--- config.mk ---
export PLATFORM = sky130hd
export DESIGN_NAME = laser_frame_packer
export DESIGN_NICKNAME = d
export VERILOG_FILES = /design/src/rtl/laser_frame_pkg.sv /design/src/rtl/laser_sample_skid.sv /design/src/rtl/laser_frame_packer.sv
export SDC_FILE = /design/constraint.sdc
export NUM_CORES = 1
export LEC_CHECK = 0
export CAP_MARGIN = 40
export CELL_PAD_IN_SITES_DETAIL_PLACEMENT = 2
export CELL_PAD_IN_SITES_GLOBAL_PLACEMENT = 2
export CORE_MARGIN = 1.5
export CORE_UTILIZATION = 30
export CTS_CLUSTER_SIZE = 14
export DETAILED_ROUTE_END_ITERATION = 8
export PLACE_DENSITY_LB_ADDON = 0.1
export SLEW_MARGIN = 20
export SYNTH_ARGS = -nofsm -noshare
export SYNTH_HDL_FRONTEND = slang
export SYNTH_SLANG_ARGS = --single-unit
--- constraint.sdc ---
create_clock -name clk -period 7.9 [get_ports clk]
set_input_delay 1.975 -clock clk [delete_from_list [all_inputs] [get_ports clk]]
set_output_delay 1.975 -clock clk [all_outputs]
set_load 0.05 [all_outputs]
--- src/rtl/laser_frame_pkg.sv ---
// Shared constants, FSM state encoding and helpers for the laser frame packer.
package laser_frame_pkg;

    localparam logic [15:0] HDR_MAGIC       = 16'hA5A5;
    localparam logic [15:0] TRL_MAGIC_OK    = 16'h5A5A;
    localparam logic [15:0] TRL_MAGIC_SHORT = 16'h5A5B;

    // Header, info and trailer words that surround the data words of a frame.
    localparam int FRAME_OVH = 3;

    typedef enum logic [2:0] {
        ST_IDLE    = 3'd0,
        ST_HEADER  = 3'd1,
        ST_INFO    = 3'd2,
        ST_DATA    = 3'd3,
        ST_TRAILER = 3'd4,
        ST_DROP    = 3'd5
    } state_e;

    // 16-bit increment that sticks at all-ones instead of wrapping.
    function automatic logic [15:0] sat_inc16(input logic [15:0] v);
        return (v == 16'hFFFF) ? v : v + 16'd1;
    endfunction

endpackage

--- src/rtl/laser_sample_skid.sv ---
// Small synchronous FIFO decoupling sample arrival from frame word writes.
// Handshake: push_i is accepted when the buffer is not full or a pop happens
// in the same cycle; pop_i is honoured only when the buffer is non-empty and
// pop_data_o shows the head entry combinationally. flush_i empties the buffer
// and wins over push/pop in the same cycle.
module laser_sample_skid #(
    parameter int DEPTH = 4,
    parameter int W     = 32
) (
    input  logic         clk,
    input  logic         rst_n,
    input  logic         push_i,
    input  logic [W-1:0] push_data_i,
    input  logic         pop_i,
    input  logic         flush_i,
    output logic [W-1:0] pop_data_o,
    output logic         empty_o,
    output logic         full_o
);

    localparam int AW = (DEPTH > 1) ? $clog2(DEPTH) : 1;

    logic [W-1:0]  mem_q [DEPTH];
    logic [AW-1:0] wr_ptr_q;
    logic [AW-1:0] rd_ptr_q;
    logic [AW:0]   count_q;
    logic          do_push;
    logic          do_pop;

    assign empty_o    = (count_q == '0);
    assign full_o     = (count_q == (AW+1)'(DEPTH));
    assign do_pop     = pop_i && !empty_o;
    assign do_push    = push_i && (!full_o || do_pop);
    assign pop_data_o = mem_q[rd_ptr_q];

    // Storage array; contents are meaningless while count is zero, so no reset.
    always_ff @(posedge clk) begin
        if (do_push && !flush_i) begin
            mem_q[wr_ptr_q] <= push_data_i;
        end
    end

    // Pointer and occupancy bookkeeping.
    always_ff @(posedge clk or negedge rst_n) begin
        if (!rst_n) begin
            wr_ptr_q <= '0;
            rd_ptr_q <= '0;
            count_q  <= '0;
        end else if (flush_i) begin
            wr_ptr_q <= '0;
            rd_ptr_q <= '0;
            count_q  <= '0;
        end else begin
            if (do_push) wr_ptr_q <= wr_ptr_q + AW'(1);
            if (do_pop)  rd_ptr_q <= rd_ptr_q + AW'(1);
            count_q <= count_q + (AW+1)'(do_push) - (AW+1)'(do_pop);
        end
    end

endmodule

--- src/rtl/laser_frame_packer.sv ---
// Frames one motor revolution of distance/intensity samples into the laser
// FIFO as header, info, data words and a checksum trailer. A frame is only
// started when the whole frame fits in the FIFO; otherwise it is dropped.
module laser_frame_packer
    import laser_frame_pkg::*;
#(
    parameter int SAMPLES_PER_FRAME = 1800,
    parameter int FIFO_DEPTH        = 2048,
    parameter int USEDW_W           = 11,
    parameter int SKID_DEPTH        = 4
) (
    input  logic               clk,
    input  logic               rst_n,
    input  logic               cfg_enable,
    input  logic               scan_start,
    input  logic [15:0]        motor_speed,
    input  logic               sample_valid,
    input  logic [15:0]        sample_distance,
    input  logic [15:0]        sample_intensity,
    output logic               fifo_wrreq,
    output logic [31:0]        fifo_wrdata,
    input  logic [USEDW_W-1:0] fifo_usedw,
    input  logic               fifo_full,
    output logic [15:0]        frame_cnt,
    output logic [15:0]        drop_cnt,
    output logic [15:0]        short_cnt,
    output logic               sample_ovf,
    output logic               busy
);

    localparam logic [15:0] SPF16 = 16'(SAMPLES_PER_FRAME);

    state_e      state_q;
    logic        busy_q;
    logic        wrreq_q;
    logic [31:0] wrdata_q;
    logic [15:0] frame_cnt_q;
    logic [15:0] drop_cnt_q;
    logic [15:0] short_cnt_q;
    logic        ovf_q;
    logic [15:0] speed_q;
    logic [15:0] pend_speed_q;
    logic [15:0] checksum_q;
    logic [15:0] idx_q;
    logic        short_q;
    logic        pending_q;

    logic        in_frame;
    logic [31:0] need_words;
    logic        space_ok;
    logic        launch;
    logic        writing;
    logic        skid_push;
    logic        skid_pop;
    logic        skid_flush;
    logic        skid_lost;
    logic        skid_empty;
    logic        skid_full;
    logic [31:0] skid_data;

    assign in_frame   = (state_q == ST_HEADER) || (state_q == ST_INFO) ||
                        (state_q == ST_DATA)   || (state_q == ST_TRAILER);
    assign need_words = 32'(fifo_usedw) + 32'(SAMPLES_PER_FRAME) + 32'(FRAME_OVH);
    assign space_ok   = !fifo_full && (need_words <= 32'(FIFO_DEPTH - 1));

    // A frame start is evaluated from IDLE/DROP on scan_start, or at the end of
    // a trailer when a start arrived while the previous frame was in flight.
    assign launch = cfg_enable &&
                    ((((state_q == ST_IDLE) || (state_q == ST_DROP)) && scan_start) ||
                     ((state_q == ST_TRAILER) && (pending_q || scan_start)));

    // Samples past the end of a full frame have nowhere to go and are dropped.
    assign skid_push  = sample_valid && in_frame && (idx_q != SPF16);
    assign skid_pop   = (state_q == ST_DATA) && !short_q && !scan_start && !skid_empty;
    // Samples buffered behind an early scan_start belong to the next frame, so
    // the flush is skipped when launching straight out of a trailer.
    assign skid_flush = launch && space_ok && (state_q != ST_TRAILER);
    assign skid_lost  = skid_push && skid_full && !skid_pop;
    assign writing    = (state_q == ST_HEADER) || (state_q == ST_INFO) ||
                        (state_q == ST_TRAILER) || skid_pop;

    laser_sample_skid #(
        .DEPTH (SKID_DEPTH),
        .W     (32)
    ) u_skid (
        .clk         (clk),
        .rst_n       (rst_n),
        .push_i      (skid_push),
        .push_data_i ({sample_distance, sample_intensity}),
        .pop_i       (skid_pop),
        .flush_i     (skid_flush),
        .pop_data_o  (skid_data),
        .empty_o     (skid_empty),
        .full_o      (skid_full)
    );

    // Frame FSM with registered FIFO write port, counters and status flags.
    always_ff @(posedge clk or negedge rst_n) begin
        if (!rst_n) begin
            state_q      <= ST_IDLE;
            busy_q       <= 1'b0;
            wrreq_q      <= 1'b0;
            wrdata_q     <= '0;
            frame_cnt_q  <= '0;
            drop_cnt_q   <= '0;
            short_cnt_q  <= '0;
            ovf_q        <= 1'b0;
            speed_q      <= '0;
            pend_speed_q <= '0;
            checksum_q   <= '0;
            idx_q        <= '0;
            short_q      <= 1'b0;
            pending_q    <= 1'b0;
        end else begin
            wrreq_q <= 1'b0;
            if (skid_lost || (writing && fifo_full)) ovf_q <= 1'b1;

            case (state_q)
                ST_HEADER, ST_INFO: begin
                    wrreq_q <= 1'b1;
                    if (state_q == ST_HEADER) begin
                        wrdata_q    <= {HDR_MAGIC, frame_cnt_q};
                        frame_cnt_q <= frame_cnt_q + 16'd1;
                        state_q     <= ST_INFO;
                    end else begin
                        wrdata_q <= {SPF16, speed_q};
                        state_q  <= ST_DATA;
                    end
                    if (scan_start) begin
                        pending_q    <= 1'b1;
                        pend_speed_q <= motor_speed;
                        if (!short_q) begin
                            short_q     <= 1'b1;
                            short_cnt_q <= sat_inc16(short_cnt_q);
                        end
                    end
                end
                ST_DATA: begin
                    if (scan_start || short_q) begin
                        state_q <= ST_TRAILER;
                        if (scan_start) begin
                            pending_q    <= 1'b1;
                            pend_speed_q <= motor_speed;
                            if (!short_q) begin
                                short_q     <= 1'b1;
                                short_cnt_q <= sat_inc16(short_cnt_q);
                            end
                        end
                    end else if (skid_pop) begin
                        wrreq_q    <= 1'b1;
                        wrdata_q   <= skid_data;
                        checksum_q <= checksum_q + skid_data[31:16] + skid_data[15:0];
                        idx_q      <= idx_q + 16'd1;
                        if (idx_q + 16'd1 == SPF16) state_q <= ST_TRAILER;
                    end
                end
                ST_TRAILER: begin
                    wrreq_q   <= 1'b1;
                    wrdata_q  <= {short_q ? TRL_MAGIC_SHORT : TRL_MAGIC_OK, checksum_q};
                    state_q   <= ST_IDLE;
                    busy_q    <= 1'b0;
                    short_q   <= 1'b0;
                    pending_q <= 1'b0;
                end
                ST_DROP: begin
                    if (scan_start && !cfg_enable) state_q <= ST_IDLE;
                end
                default: begin
                end
            endcase

            // Space check overrides the state chosen above when a frame start is due.
            if (launch) begin
                pending_q <= 1'b0;
                if (space_ok) begin
                    state_q    <= ST_HEADER;
                    busy_q     <= 1'b1;
                    speed_q    <= ((state_q == ST_TRAILER) && pending_q) ? pend_speed_q : motor_speed;
                    checksum_q <= '0;
                    idx_q      <= '0;
                    short_q    <= 1'b0;
                end else begin
                    drop_cnt_q <= sat_inc16(drop_cnt_q);
                    state_q    <= ST_DROP;
                    busy_q     <= 1'b0;
                end
            end
        end
    end

    assign fifo_wrreq  = wrreq_q;
    assign fifo_wrdata = wrdata_q;
    assign frame_cnt   = frame_cnt_q;
    assign drop_cnt    = drop_cnt_q;
    assign short_cnt   = short_cnt_q;
    assign sample_ovf  = ovf_q;
    assign busy        = busy_q;

endmodule

Yosys cells after proc, flatten, opt, wreduce, memory -nomap -nowiden
Memory sizes are Yosys's and may differ from the RTL's.
Index checks and enable logic that the tools add are counted.
Operators by class
  add/subtract/negate cells: 12
  multiply operators: 0
  divide/modulo/power cells: 0
  magnitude comparators: 1
  eq/ne operators: 18
  shift-type cells: 0
  muxes and demuxes: 54
  bitwise logic cells: 2
  reduce and logical (&&, ||, !) cells: 56
Operator list (number)
  $mux W16: 17
  $mux W32: 3
  $pmux W32 S3: 1
  $add A16 B1 Y16 const B: 4
  $pmux W16 S2: 2
  $add A16 B16 Y16: 2
  $eq A16 B16 Y1 const B: 2
  $mux W3: 7
  $logic_and A1 B1 Y1: 19
  $eq A16 B11 Y1 const B: 1
  $mux W1: 16
  $ne A16 B11 Y1 const B: 1
  $add A12 B2 Y13 const B: 1
  $le A13 B11 Y1 const B: 1
  $add A11 B11 Y12 const B: 1
  $pmux W3 S4: 1
  $logic_or A1 B1 Y1: 11
  $eq A3 B3 Y1 const B: 3
  $logic_not A1 Y1: 8
  $mux W2: 4
  $reduce_and A2 Y1: 4
  $reduce_bool A2 Y1: 4
  $eq A3 B2 Y1 const B: 2
  $logic_not A3 Y1: 2
  20 further kinds: 26
Word-level totals
  register bits: 159
  bits in latches: 0
  memory bits (writable): 128
  memory bits (read-only): 0
  input bits: 65
  output and inout port bits: 83
  word-level logic and storage cells: 161
  memories kept: 1
Memory list
  u_skid.mem_q: words 4, width 32, read ports 1, clocked after Yosys merged registers in 0, write ports 1, line laser_sample_skid.sv:23  | logic [W-1:0] mem_q [DEPTH];

Logic depth before layout (Yosys ltp)
  depth in word-level cells: 11
  mapped depth: 14

Modules after synthesis
From an unflattened synthesis, not the netlist that was laid out.
Unflattened totals
  cells, all modules: 1117
  area total of the unflattened synthesis: 13834.5 sq um
Modules (own cells, without submodules)
  laser_frame_packer: instances 1, cells an instance 904, area each 8722.1 sq um, seq. area each 3803.6 sq um
  laser_sample_skid: instances 1, cells an instance 213, area each 5112.4 sq um, seq. area each 4018.9 sq um

Least setup slack after synthesis
Ideal clock, no wire load.
  path type: input port to flip-flop
  start: in scan_start
  end: reg u_skid.count_q[2]
  setup time: 0.122 ns
  data arrival time: 3.778 ns
  required time: 7.778 ns
  slack: 4.000 ns
  stages on the path: 12
  buffers on the path: 2
  cell sequence: nor2_1 > nand3_1 > inv_1 > buf_2 > buf_2 > ha_1 > inv_1 > ha_1 > fa_1 > xnor2_1 > xnor2_1 > nor2_1
Between the ends
  cells in the longest elaborated chain, start to end: 9
  elaborated cells between the ends (all ways): 16
  classes of those cells: 2 x add/sub; 1 x mux; 13 x reduce/logical
RTL lines
  from (decl): line laser_frame_packer.sv:15  | input logic scan_start,
  $logic_not A1 Y1: line laser_frame_packer.sv:74  | assign skid_pop = (state_q == ST_DATA) && !short_q && !scan_start && !skid_empty;
  $logic_and A1 B1 Y1 (2 in series): line laser_frame_packer.sv:74
  $logic_and A1 B1 Y1: line laser_sample_skid.sv:32  | assign do_pop = pop_i && !empty_o;
  $logic_or A1 B1 Y1: line laser_sample_skid.sv:33  | assign do_push = push_i && (!full_o || do_pop);
  $logic_and A1 B1 Y1: line laser_sample_skid.sv:33
  $add A3 B1 Y3: line laser_sample_skid.sv:56  | count_q <= count_q + (AW+1)'(do_push) - (AW+1)'(do_pop);
  $sub A3 B1 Y3: line laser_sample_skid.sv:56
  $mux W3 *: line laser_sample_skid.sv:49  | end else if (flush_i) begin
  to (signal assigned): line laser_sample_skid.sv:56
  to (decl): line laser_sample_skid.sv:26  | logic [AW:0] count_q;
Mark *: on every way between the ends. The rest lies on a longest branch, timed or not.
A chain may end at the register's enable or synchronous reset.

Final worst setup path
  start: reg u_skid.rd_ptr_q[0]
  end: reg checksum_q[15]
Between the ends
  cells in the longest elaborated chain, start to end: 8
RTL lines
  from (decl): line laser_sample_skid.sv:25  | logic [AW-1:0] rd_ptr_q;
  from (signal assigned): line laser_sample_skid.sv:55  | if (do_pop) rd_ptr_q <= rd_ptr_q + AW'(1);
  $mem_v2 Z4 W32 *
  $add A16 B16 Y16: line laser_frame_packer.sv:152  | checksum_q <= checksum_q + skid_data[31:16] + skid_data[15:0];
  $add A16 B16 Y16 *: line laser_frame_packer.sv:152
  $mux W16 *: line laser_frame_packer.sv:149  | end else if (skid_pop) begin
  $mux W16 *: line laser_frame_packer.sv:139  | if (scan_start || short_q) begin
  $mux W16 *: line laser_frame_packer.sv:118  | case (state_q)
  $mux W16: line laser_frame_packer.sv:175  | if (space_ok) begin
  $mux W16 *: line laser_frame_packer.sv:173  | if (launch) begin
  to (signal assigned): line laser_frame_packer.sv:152
  to (decl): line laser_frame_packer.sv:43  | logic [15:0] checksum_q;
Marked as above.

==> Flow_metrics.wiki <==
{| class="wikitable"
! Metric !! Value
|-
| Overall power consumption || ~7.3 mW
|-
| Proportion of layout cells with a drive suffix above 1 || 11.72%
|-
| PwrDens || 431.9 nW/um^2
|-
| Cell area after synthesis || 13,480 um^2
|-
| Clock tree buffer depth || 3
|-
| Die Y-Extent || between 200 and 250 um
|-
| RR Startpoint || u_skid.rd_ptr_q[0]$_DFFE_PN0P_
|-
| Area of the core || 44,320 um^2
|-
| CP startpoint kind || flop
|-
| Flip-flop cell with the highest count after synthesis || sky130_fd_sc_hd__dfrtp_1
|-
| Shortest period the worst path allows || roughly 4.6 ns
|-
| Syn avg cell area || about 13 um^2
|-
| Vias in the first global route || about 10,000
|-
| Worst relative slew slack || between 40% and 50%
|-
| Period utilisation layout || between 50 and 60%
|-
| Diodes inserted || 0
|-
| Sinks on the clock net || about 290
|-
| Overall die area || roughly 46,000 um^2
|-
| Slew at the pin closest to its max-slew limit || 0.7895 ns
|-
| Setup repair after global routing missed its margin || no
|-
| Clock tree from TritonCTS || done
|-
| Number of max-slew violations in the final report || 0
|-
| DRC violation total after the first TritonRoute iteration || approximately 470
|-
| Max-capacitance violation count || 0
|-
| PortBufs || between 100 and 150
|-
| Area share of the leading cell type in the synthesized netlist || ~30%
|-
| Total Routed Length || approximately 40 mm
|-
| Leakage Power || 6.414 nW
|-
| Instance count of the mapped netlist || 1,074
|-
| Row count || 77
|-
| Average vias per placed instance || between 4 and 5
|-
| Placer congestion estimate || 0.7638
|-
| Clock slew at reported path FFs || 0.06 ns
|-
| Aggregate negative setup slack || 0 ns
|-
| Multi-input gate area in the final layout || 5316 um^2
|-
| Cell types occupying the most area after synthesis || sky130_fd_sc_hd__dfrtp_1 30%, sky130_fd_sc_hd__edfxtp_1 29%, sky130_fd_sc_hd__mux4_2 5.5%, sky130_fd_sc_hd__a21oi_1 3.4%, sky130_fd_sc_hd__xnor2_1 3.4%
|-
| Count of hold-fix buffers inserted at cts || 0
|-
| DR vias || slightly above 9,000
|-
| Cells on Worst Hold Path || 2
|-
| Initial core utilization || just over 30%
|-
| Synth async-reset ratio || 55.40%
|-
| End of the worst register-to-register path || checksum_q[15]$_DFF_PN0_
|-
| Most repeated cell in the gate-level netlist after synthesis || sky130_fd_sc_hd__dfrtp_1
|-
| Global-route wire length before repair || between 60 and 70 mm
|-
| Cell chosen for the clock root || sky130_fd_sc_hd__clkbuf_16
|-
| Capture endpoint of the worst hold path || fifo_wrdata[7]$_DFFE_PN0P_
|-
| Worst endpoint required time || between 8 and 9 ns
|-
| Hold Violations, Final || 0
|-
| GRT Resource Usage Total || 17.63%
|-
| Maximum number of pins on one net before global-route repair || just under 70
|-
| I/O pin total || around 150
|-
| Yosys reg bits || 287
|-
| Count of flip-flops with a built-in enable after synthesis || ~130
|-
| Number of warnings reported in the yosys synthesis log || 0
|-
| Clock skew after layout || roughly 0.016 ns
|-
| Post-layout nets || around 1,300
|-
| Synth Net Count || between 1,000 and 1,500
|-
| FILL cells || 4,548
|-
| Type of the worst min-delay path || reg2reg
|-
| CTS Buf Count || 36
|-
| Number of setup buffers added after CTS || 0
|-
| Resize count post-CTS || 0
|-
| Area growth from synthesis to layout || 24.78%
|-
| Library cells used by synthesis || 67
|-
| Drt drc || 0
|-
| Estimated wirelength of the detail-placed design || roughly 28 mm
|-
| R2r setup slk || 3.29 ns
|-
| Largest fanout of any net on the critical path || 21
|-
| Worst Hold Margin || between 0.4 and 0.5 ns
|-
| Width of the die || 215.0 um
|-
| Max VDD drop || 0.1953 mV
|-
| Sequential-to-total area share from yosys stat || just under 60%
|-
| Kind of capture point of the worst setup path || flop
|-
| Worst hold start || fifo_wrdata[7]$_DFFE_PN0P_
|-
| Initial antenna violation count || 0
|-
| Wirelength per Cell || around 22 um
|-
| Count of final setup violators || 0
|-
| Leading cell types by count after synthesis || 159 x sky130_fd_sc_hd__dfrtp_1, 128 x sky130_fd_sc_hd__edfxtp_1, 97 x sky130_fd_sc_hd__nand2_1, 92 x sky130_fd_sc_hd__a21oi_1, 73 x sky130_fd_sc_hd__nor2_1
|-
| Arrival time at the worst endpoint || between 5 and 6 ns
|-
| Critical path class || reg2reg
|-
| Register Area || just under 8000 um^2
|-
| Worst Reg2Reg Path Length in Cells || 13
|-
| Count of TritonRoute iterations in the first routing pass || 4
|-
| Remaining antenna violation count || 0
|-
| Source-to-sink clock delay at the later pin of the worst-skew pair || ~0.54 ns
|-
| Remaining global-route overflow || 0
|-
| Deepest level of the CTS H-tree || 2
|-
| Biggest area consumer among synthesized cells || sky130_fd_sc_hd__dfrtp_1
|-
| Outcome || completed
|-
| Top achievable clock speed || approximately 220 MHz
|}
[placed cells by master, fill, tap and decap left out, types with 5 or more instances in the layout]
master                            Yosys  final
sky130_fd_sc_hd__dfrtp_1            159    158
sky130_fd_sc_hd__clkdlybuf4s50_1      0    146
sky130_fd_sc_hd__edfxtp_1           128    128
sky130_fd_sc_hd__nand2_1             97     97
sky130_fd_sc_hd__a21oi_1             92     92
sky130_fd_sc_hd__nor2_1              73     71
sky130_fd_sc_hd__xnor2_1             52     52
sky130_fd_sc_hd__o21ai_0             48     48
sky130_fd_sc_hd__clkbuf_16            0     36
sky130_fd_sc_hd__mux4_2              33     33
sky130_fd_sc_hd__mux2i_1             33     33
sky130_fd_sc_hd__nand3_1             27     27
sky130_fd_sc_hd__inv_1               27     27
sky130_fd_sc_hd__ha_1                27     27
sky130_fd_sc_hd__xor2_1              25     25
sky130_fd_sc_hd__mux2_2              20     20
sky130_fd_sc_hd__and3_1              18     18
sky130_fd_sc_hd__nand4_1             18     18
sky130_fd_sc_hd__fa_1                17     17
sky130_fd_sc_hd__a221oi_1            16     16
sky130_fd_sc_hd__buf_4                7     16
sky130_fd_sc_hd__a31oi_1             12     12
sky130_fd_sc_hd__nor3_1               9      9
sky130_fd_sc_hd__a21o_1               9      9
sky130_fd_sc_hd__and2_1               8      8
sky130_fd_sc_hd__or3_1                6      6
sky130_fd_sc_hd__o21a_1               5      5
sky130_fd_sc_hd__clkbuf_1            16      5
sky130_fd_sc_hd__clkinv_1             0      5
[area by class of cell]
cell class	instances	area share, %
Clock buffer	44	5.713
Multi-Input combinational cell	707	31.61
Timing Repair Buffer	168	9.967
Sequential cell	287	46.51
Clock inverter	19	1.153
Inverter	29	0.6471
Tap cell	592	4.403
[metrics by stage]
step,util (%),cells,setup slack (ns),area (um^2)
2_1_floorplan,-,1074,4.000,13480
3_3_place_gp,35.14,1777,3.148,15570
3_5_place_dp,35.32,1782,3.067,15650
4_1_cts,37.92,1845,3.164,16810
5_1_grt,37.96,1846,2.878,16820
6_report,37.96,1846,3.286,16820
[routing by layer]
layer	vias to the layer above	routed length (um)	track usage [%]
li1	4242	-	-
met1	4719	19290	25.29
met3	43	1546	3.723
met4	0	716	4.615
met2	144	18160	27.04
met5	-	0	0
[kinds of logic (layout without fill, tap and decap cells)]
logic type               Yosys count  count (layout)  share of synthesized area, %
flip-flops                       287             287                         58.03
AND/OR/NAND/NOR                  286             286                         10.15
AO/OA/AOI/OAI                    214             214                         9.532
multiplexers                      86              86                         9.634
buffers and inverters             80             260                         2.617
XOR/XNOR                          77              77                         5.003
adder cells (fa/ha/maj)           44              44                         5.031
[state kept, by name, summed over array words and instances, names as in the netlist, 2 cells and up]
name and flops:
state_q 3, idx_q 16, pend_speed_q 16, speed_q 16
drop_cnt 16, u_skid.count_q 3, u_skid.rd_ptr_q 2, frame_cnt 16
short_cnt 16, checksum_q 16, u_skid.wr_ptr_q 2, fifo_wrdata 32
u_skid.mem_q 128
[where the power goes]
| part | internal (mW) | total [mW] | switching, mW | leakage [nW] |
|---|---|---|---|---|
| logic | 1.32 | 3.36 | 2.04 | 2.66 |
| registers | 1.96 | 2.29 | 0.327 | 3.20 |
| clock network | 0.967 | 1.62 | 0.651 | 0.557 |
[worst max path at each step]
stage	from	endpoint	depth (start not counted)	slack [ns]
final	u_skid.rd_ptr_q[0]$_DFFE_PN0P_	checksum_q[15]$_DFF_PN0_	13	3.29
after global routing	u_skid.rd_ptr_q[0]$_DFFE_PN0P_	checksum_q[13]$_DFF_PN0_	13	2.88
after CTS	u_skid.rd_ptr_q[0]$_DFFE_PN0P_	checksum_q[15]$_DFF_PN0_	13	3.16
after detailed placement	fifo_usedw[9]	u_skid.wr_ptr_q[0]$_DFFE_PN0P_	7	3.07
after global placement	fifo_usedw[9]	u_skid.wr_ptr_q[0]$_DFFE_PN0P_	7	3.15
after floorplan	scan_start	u_skid.count_q[2]$_DFF_PN0_	12	4.00
[critical path, stage by stage (launching register included)]
cell,delay [ns]
sky130_fd_sc_hd__dfrtp_2,0.80
sky130_fd_sc_hd__buf_4,0.43
sky130_fd_sc_hd__mux4_2,0.60
sky130_fd_sc_hd__fa_1,0.53
sky130_fd_sc_hd__ha_1,0.19
sky130_fd_sc_hd__inv_1,0.06
sky130_fd_sc_hd__fa_1,0.37
sky130_fd_sc_hd__and2b_1,0.26
sky130_fd_sc_hd__o2111ai_1,0.14
sky130_fd_sc_hd__a21boi_1,0.33
sky130_fd_sc_hd__o2111ai_1,0.17
sky130_fd_sc_hd__and3_1,0.18
sky130_fd_sc_hd__o311ai_0,0.27
sky130_fd_sc_hd__o41ai_1,0.12
No activity file was read; power rests on OpenSTA's default activity.
==> edit: new RTL, same flow settings <==
Put one more register stage on the output `frame_cnt`. The value now appears one clock later. The other outputs are not delayed to match.
--- a/src/rtl/laser_frame_packer.sv
+++ b/src/rtl/laser_frame_packer.sv
@@ -192,3 +192,5 @@
     assign fifo_wrdata = wrdata_q;
-    assign frame_cnt   = frame_cnt_q;
+    always_ff @(posedge clk) begin
+        frame_cnt <= frame_cnt_q;
+    end
     assign drop_cnt    = drop_cnt_q;
Check against the original RTL: not equivalent (a bounded check fails within 4 cycles, from zero or initial values and one cycle with rst_n low).
==> edit against the original RTL <==
Power increased by 0.78%; first-iteration DRC count decreased by 16%; worst hold slack got worse by 22 ps; sequential cell count increased by 16; area after synthesis increased by 2.0%; wire length increased by 1.5%; cell area increased by 2.4%; setup slack got worse by 250 ps; critical endpoint is now u_skid.count_q[2]$_DFF_PN0_; largest cell class unchanged; largest power group unchanged; highest routed layer unchanged.
==> edit: results (changes against the original RTL) <==
* Pin count of the biggest net entering global routing at 39 (was 68)
* Wire length of the first global-routing pass at 62300 um (was 62400 um)
* Share of synthesized cell area in full adder, half adder and majority cells at 4.93% (was 5.03%)
* Unique masters post-synth at 71 (was 67)
* Hold path depth at 0 (was 2)
* Largest cells by area after synthesis: dfrtp_1 (29%), edfxtp_1 (28%), mux4_2 (5.4%), nand2_1 (2.8%), xor2_1 (2.7%) (was dfrtp_1 (30%), edfxtp_1 (29%), mux4_2 (5.5%), a21oi_1 (3.4%), xnor2_1 (3.4%))
* Final-layout clock-cell area share at 7.21% (was 6.87%)
* Width of the chip at 217 um (was 215 um)
* Synth async-reset ratio at 52.5% (was 55.4%)
* Critical Path Source: scan_start (was u_skid.rd_ptr_q[0]$_DFFE_PN0P_)
* Pre-CTS worst setup slack at 2490 ps (was 3070 ps)
* Standby leakage power at 6.63 nW (was 6.41 nW)
* Layout clock buffer count at 53 (was 44)
* Endpoint of the worst-slack reg-to-reg timing path: checksum_q[13]$_DFF_PN0_ (was checksum_q[15]$_DFF_PN0_)
* Post-layout instance count excluding filler cells at 1861 (was 1846)
* Last weighted congestion value of the routability-driven placer at 0.751 (was 0.764)
* Synth Area in Compound Gates at 8.15% (was 9.53%)
* Outcome: finished, final reports clean (unchanged)
* Filler Cells Inserted at 4645 (was 4548)
* Half-perimeter wire length of the detailed placement result at 28800 um (was 28300 um)
* Cell type group with the largest total delay on the critical path: simple AND/OR/NAND/NOR gates (was adder cells)
* Synth top cells by count: dfrtp_1 (159), edfxtp_1 (128), nand2_1 (104), nor2_1 (74), a21oi_1 (72) (was dfrtp_1 (159), edfxtp_1 (128), nand2_1 (97), a21oi_1 (92), nor2_1 (73))
* Hold WS at 461 ps (was 483 ps)
* Number of clock buffers inserted by TritonCTS at 38 (was 36)
* Maximum ir drop on the vdd rail at 0.185 mV (was 0.195 mV)
* Non-clock buffer count at 169 (was 168)
[edit: cell types whose count changed after synthesis, moves of 10 or more]
| cell | unedited run | this run |
|---|---|---|
| a21oi_1 | 92 | 72 |
| xor2_1 | 25 | 43 |
| dfxtp_1 | 0 | 16 |
| xnor2_1 | 52 | 37 |
| clkbuf_1 | 16 | 30 |
| and3_1 | 18 | 6 |
| buf_2 | 20 | 10 |
[edit: power by group through the flow]
stage	combinational, mW	clock, mW	sequential (mW)
2_1_floorplan	1.91	0	2.59
3_3_place_gp	3.18	0	2.41
3_5_place_dp	3.26	0	2.41
4_1_cts	3.28	1.80	2.39
5_1_grt	3.56	1.85	2.43
6_report	3.21	1.73	2.38
[edit: metal layers]
layer / global-route usage (%) / vias to the layer above / wire length (um)
met3: 2.49 / 55 / 1340
met1: 24.3 / 4712 / 19100
met5: 0 / - / 0
met2: 28.1 / 163 / 18900
li1: - / 4229 / -
met4: 5.86 / 0 / 997
